### src/rtl/updown_event_counter.sv
// Push-button up/down event counter: synchronised inputs, rising-edge events, wrap/saturate.
// Optional input debounce filter enabled by `define UPDOWN_EVENT_COUNTER_DEBOUNCE_EN.
module updown_event_counter #(
    parameter int WIDTH           = 4,
    parameter int MAX_VAL         = 9,
    parameter int WRAP            = 1,
    parameter int DEBOUNCE_CYCLES = 16
) (
    input  logic             clk,
    input  logic             reset_n,
    input  logic             en,
    input  logic             inc,
    input  logic             dec,
    input  logic             clr,
    input  logic             load,
    input  logic [WIDTH-1:0] load_val,
    output logic [WIDTH-1:0] count,
    output logic             at_max,
    output logic             at_min,
    output logic             carry,
    output logic             borrow
);

    localparam logic [WIDTH-1:0] MAX_W = WIDTH'(MAX_VAL);

    generate
        if (MAX_VAL < 1 || MAX_VAL > (2 ** WIDTH) - 1) begin : g_bad_max_val
            $error("updown_event_counter: MAX_VAL out of range 1..2**WIDTH-1");
        end
    endgenerate

    logic [1:0] inc_sync;
    logic [1:0] dec_sync;
    logic [1:0] sync_lvl;
    logic [1:0] filt;
    logic [1:0] prev;
    logic [1:0] evt;
    logic       inc_evt;
    logic       dec_evt;

    logic [WIDTH-1:0] count_next;
    logic [WIDTH-1:0] load_clamped;
    logic             carry_next;
    logic             borrow_next;

    // Two-flop synchronisers for the raw button levels.
    always_ff @(posedge clk or negedge reset_n) begin
        if (!reset_n) begin
            inc_sync <= '0;
            dec_sync <= '0;
        end else begin
            inc_sync <= {inc_sync[0], inc};
            dec_sync <= {dec_sync[0], dec};
        end
    end

    assign sync_lvl = {dec_sync[1], inc_sync[1]};

`ifdef UPDOWN_EVENT_COUNTER_DEBOUNCE_EN
    localparam int CW = $clog2(DEBOUNCE_CYCLES + 1);

    logic [CW-1:0] db_cnt [2];

    // Filtered level flips only after DEBOUNCE_CYCLES consecutive differing samples.
    always_ff @(posedge clk or negedge reset_n) begin
        if (!reset_n) begin
            filt <= '0;
            for (int i = 0; i < 2; i++) begin
                db_cnt[i] <= '0;
            end
        end else begin
            for (int i = 0; i < 2; i++) begin
                if (sync_lvl[i] != filt[i]) begin
                    if (db_cnt[i] == CW'(DEBOUNCE_CYCLES - 1)) begin
                        filt[i]   <= sync_lvl[i];
                        db_cnt[i] <= '0;
                    end else begin
                        db_cnt[i] <= db_cnt[i] + CW'(1);
                    end
                end else begin
                    db_cnt[i] <= '0;
                end
            end
        end
    end
`else
    assign filt = sync_lvl;
`endif

    always_ff @(posedge clk or negedge reset_n) begin
        if (!reset_n) begin
            prev <= '0;
        end else begin
            prev <= filt;
        end
    end

    assign evt     = filt & ~prev;
    assign inc_evt = evt[0];
    assign dec_evt = evt[1];

    assign load_clamped = (load_val > MAX_W) ? MAX_W : load_val;

    // clr beats load beats events; simultaneous inc/dec events cancel out.
    always_comb begin
        count_next  = count;
        carry_next  = 1'b0;
        borrow_next = 1'b0;
        if (clr) begin
            count_next = '0;
        end else if (load) begin
            count_next = load_clamped;
        end else if (en && inc_evt && !dec_evt) begin
            if (count == MAX_W) begin
                carry_next = 1'b1;
                count_next = (WRAP != 0) ? '0 : MAX_W;
            end else begin
                count_next = count + WIDTH'(1);
            end
        end else if (en && dec_evt && !inc_evt) begin
            if (count == '0) begin
                borrow_next = 1'b1;
                count_next  = (WRAP != 0) ? MAX_W : '0;
            end else begin
                count_next = count - WIDTH'(1);
            end
        end
    end

    always_ff @(posedge clk or negedge reset_n) begin
        if (!reset_n) begin
            count  <= '0;
            carry  <= 1'b0;
            borrow <= 1'b0;
        end else begin
            count  <= count_next;
            carry  <= carry_next;
            borrow <= borrow_next;
        end
    end

    assign at_max = (count == MAX_W);
    assign at_min = (count == '0);

endmodule
### config.mk
export PLATFORM = sky130hd
export DESIGN_NAME = updown_event_counter
export DESIGN_NICKNAME = d
export VERILOG_FILES = /design/src/rtl/updown_event_counter.sv
export SDC_FILE = /design/constraint.sdc
export NUM_CORES = 1
export LEC_CHECK = 0
export CAP_MARGIN = 20
export CORE_ASPECT_RATIO = 0.9
export CORE_MARGIN = 8
export CORE_UTILIZATION = 50
export DETAILED_ROUTE_END_ITERATION = 12
export PLACE_DENSITY = 0.82
export SYNTH_ARGS = -nofsm -noshare
export SYNTH_HDL_FRONTEND = slang
export SYNTH_SLANG_ARGS = --single-unit
export TNS_END_PERCENT = 5
### constraint.sdc
create_clock -name clk -period 3.95 [get_ports clk]
set_input_delay 1.185 -clock clk [delete_from_list [all_inputs] [get_ports clk]]
set_output_delay 1.185 -clock clk [all_outputs]
set_load 0.005 [all_outputs]
==> results.sh <==
export IMPL_switching_share_pct=26.89
export IMPL_synth_mux_area_share_pct=2.721
export IMPL_num_rows=13
export IMPL_p_leak_nw=0.4031
export IMPL_avgViaCountPerCell=6.217
export IMPL_status="complete, no violations"
export IMPL_gr_total_overflow=0
export IMPL_slowest_stage="clkdlybuf4s50_1"
export IMPL_fin_area_um2=957.2
export IMPL_firstDrtPassIters=4
export IMPL_syn_nets=87
export IMPL_peakVddDrop_uv=311.7
export IMPL_antenna_found_initial=0
export IMPL_cts_root_buf="clkbuf_4"
export IMPL_grt_pass1_wl_um=2780
export IMPL_end_kind="output pin"
export IMPL_start_util_pct=51.99
export IMPL_finalMaxSlewViolations=0
export IMPL_critical_path_class="reg2out"
export IMPL_clockBufferDepth=2
export IMPL_power_internal_uw=222.8
export IMPL_nets=107
export IMPL_yosys_area_share_simple_pct=26.36
export IMPL_num_antenna_cells=0
export IMPL_synthFlopType="dfrtp_1"
export IMPL_skew_ns=0.003781
export IMPL_cts_setup_buffers=0
export IMPL_syn_inst=72
export IMPL_cpMostUsedCell="inv_1"
export IMPL_yosysSeqAreaShare_pct=40.82
export IMPL_insertion_delay_ns=0.26
export IMPL_clockPowerShare_pct=30.3
export IMPL_async_flop_share_pct=100.0
export IMPL_htreeDepth=1
export IMPL_fp_dieArea_mm2=0.002957
export IMPL_pwr_share_comb_pct=23.5
export IMPL_cp_top_family="buffers and inverters"
export IMPL_hold_viol=0
export IMPL_fin_tns_setup_ns=0
export IMPL_maxSlewHeadroom_pct=66.58
export IMPL_fmax_ghz=0.3152
export IMPL_dp_hpwl_um=1342
export IMPL_cap_violations=0
export IMPL_ys_ff_latch=12
export IMPL_synth_cell_type_count=34
export IMPL_power_density_mw_per_mm2=318.3
export IMPL_seqPwrFrac_pct=46.2
export IMPL_yosys_area_top_type="dfrtp_1"
export IMPL_slowest_delay_ns=0.56
export IMPL_cts_buffers=3
export IMPL_routed_wl_um=1758
export IMPL_synth_compound_area_share_pct=18.71
export IMPL_synth_edf_count=0
export IMPL_fin_crit_sh_pct=80.33
export IMPL_hold_buffers=0
export IMPL_worst_path_buf_inv=3
export IMPL_required_ns=2.76
export IMPL_drive_gt1_share_pct=13.19
export IMPL_io_buffers=18
export IMPL_synth_area_leaders="dfrtp_1 (41%), ha_1 (6.8%), a2111oi_2 (4.1%)"
export IMPL_syn_avg_cell_area_um2=10.22
export IMPL_setup_viol=0
export IMPL_crit_fanout=11
export IMPL_grt_usage_pct=11.75
export IMPL_routabilityCongestion=0.8389
export IMPL_post_synth_instance_area_um2=735.7
export IMPL_clock_sinks=12
export IMPL_cts_tree="yes"
export IMPL_startpoint_type="register"
export IMPL_ant_nets=0
export IMPL_worst_ep_arrival_time_ns=1.99
export IMPL_synth_common_cells="dfrtp_1 (12), nand2_1 (6), nor3_1 (5)"
export IMPL_worstPathCellList="inv_1, ha_1, inv_1, nor3_2, clkdlybuf4s50_1"
export IMPL_fp_coreArea_mm2=0.001415
export IMPL_grt_pass1_vias=591
export IMPL_wl_per_cell_um=16.58
export IMPL_clk_pin_slew_ns=0.07
export IMPL_synth_warnings=0
export IMPL_detail_route_iter0_violations=26
export IMPL_yosys_area_share_adder_pct=6.803
export IMPL_vias=659
export IMPL_placedInstanceArea_um2=920.9
export IMPL_synth_top_family_by_area="simple AND/OR/NAND/NOR gates"
export IMPL_synth_top_cell_area_share_pct=40.82
export IMPL_p_switching_uw=81.91
export IMPL_grt_max_degree=13
export IMPL_dieHeight_um=52.39
export IMPL_layout_min_cycle_time_ns=3.173
export IMPL_worstMarginPinSlew_ns=0.4997
export IMPL_cts_resized=0
export IMPL_holdCritPathClass="reg2reg"
export IMPL_yosysMostFrequentCell="dfrtp_1"
export IMPL_drc=0
export IMPL_rsz0062_at_grt="false"
export IMPL_synth_xor_area_share_pct=1.190
export IMPL_syn_to_final_growth_pct=30.10
export IMPL_ios=19
export IMPL_chipWidth_um=56.44
[layout by cell type (no fill, tap or decap), types with 2 or more instances in the layout]
| cell | instances |
|---|---|
| ha_1 | 4 |
| a21oi_1 | 2 |
| nand3_1 | 3 |
| nor3_1 | 5 |
| nor2_1 | 4 |
| nand2b_1 | 2 |
| clkdlybuf4s50_1 | 18 |
| a2111oi_2 | 2 |
| o21ai_0 | 3 |
| clkbuf_4 | 3 |
| inv_1 | 2 |
| dfrtp_1 | 12 |
| mux2i_1 | 2 |
| o211ai_1 | 2 |
| nand2_1 | 6 |
| and4b_1 | 2 |
[kinds of logic after synthesis]
kind of cell / Yosys count
XOR/XNOR: 1
adder cells (fa/ha/maj): 4
multiplexers: 2
AO/OA/AOI/OAI: 16
buffers and inverters: 6
flip-flops: 12
AND/OR/NAND/NOR: 31
[area by class of cell]
class | count | area [um2]
clock buffer | 4 | 36.28
fill | 119 | 457.9
inverter | 3 | 11.26
multi-input combinational | 54 | 410.4
sequential | 12 | 300.3
tap | 15 | 18.77
timing repair buffer | 18 | 180.2
[registers in the layout, indices dropped and copies added (netlist names)]
register	flops
count	4
dec_sync	2
carry	1
prev	2
inc_sync	2
borrow	1
[power groups by stage]
stage	logic (mW)	registers, mW	clock network, mW
2_1_floorplan	0.0419	0.137	0
3_3_place_gp	0.0688	0.142	0
3_5_place_dp	0.0708	0.143	0
4_1_cts	0.0714	0.140	0.0951
5_1_grt	0.0769	0.142	0.101
6_report	0.0716	0.141	0.0922
[per-layer routing]
layer / share of wire, % / GRT usage (%)
met1: 44 / 14.12
met2: 46 / 19.16
met3: 9.2 / 5.825
met4: 0.46 / 1.200
met5: 0 / 0
[worst paths after layout]
path                               end  cells past startpoint  slack [ns]         from
min reg2reg                dec_sync[1]                      0        0.36  dec_sync[0]
min                        dec_sync[1]                      0        0.36  dec_sync[0]
max                             at_min                      5        0.78     count[0]
min in group asynchronous  dec_sync[1]                      1        1.25      reset_n
max in group asynchronous       borrow                      1        2.36      reset_n
max reg2reg                   count[2]                      7        2.06     count[0]
[stage by stage]
stage / total power, mW / cells / worst slack, ns / hold WS (ns) / utilization (%)
after global placement: 0.2109 / 102 / 1.128 / 0.3327 / 65.08
after floorplan: 0.1793 / 72 / 1.679 / 0.3312 / -
final: 0.3047 / 106 / 0.7771 / 0.3575 / 67.64
after global routing: 0.3199 / 106 / 0.6657 / 0.3783 / 67.64
after CTS: 0.3068 / 106 / 0.7987 / 0.3641 / 67.64
after detailed placement: 0.2134 / 102 / 1.097 / 0.3380 / 65.08
(Power assumes the default switching activity.)
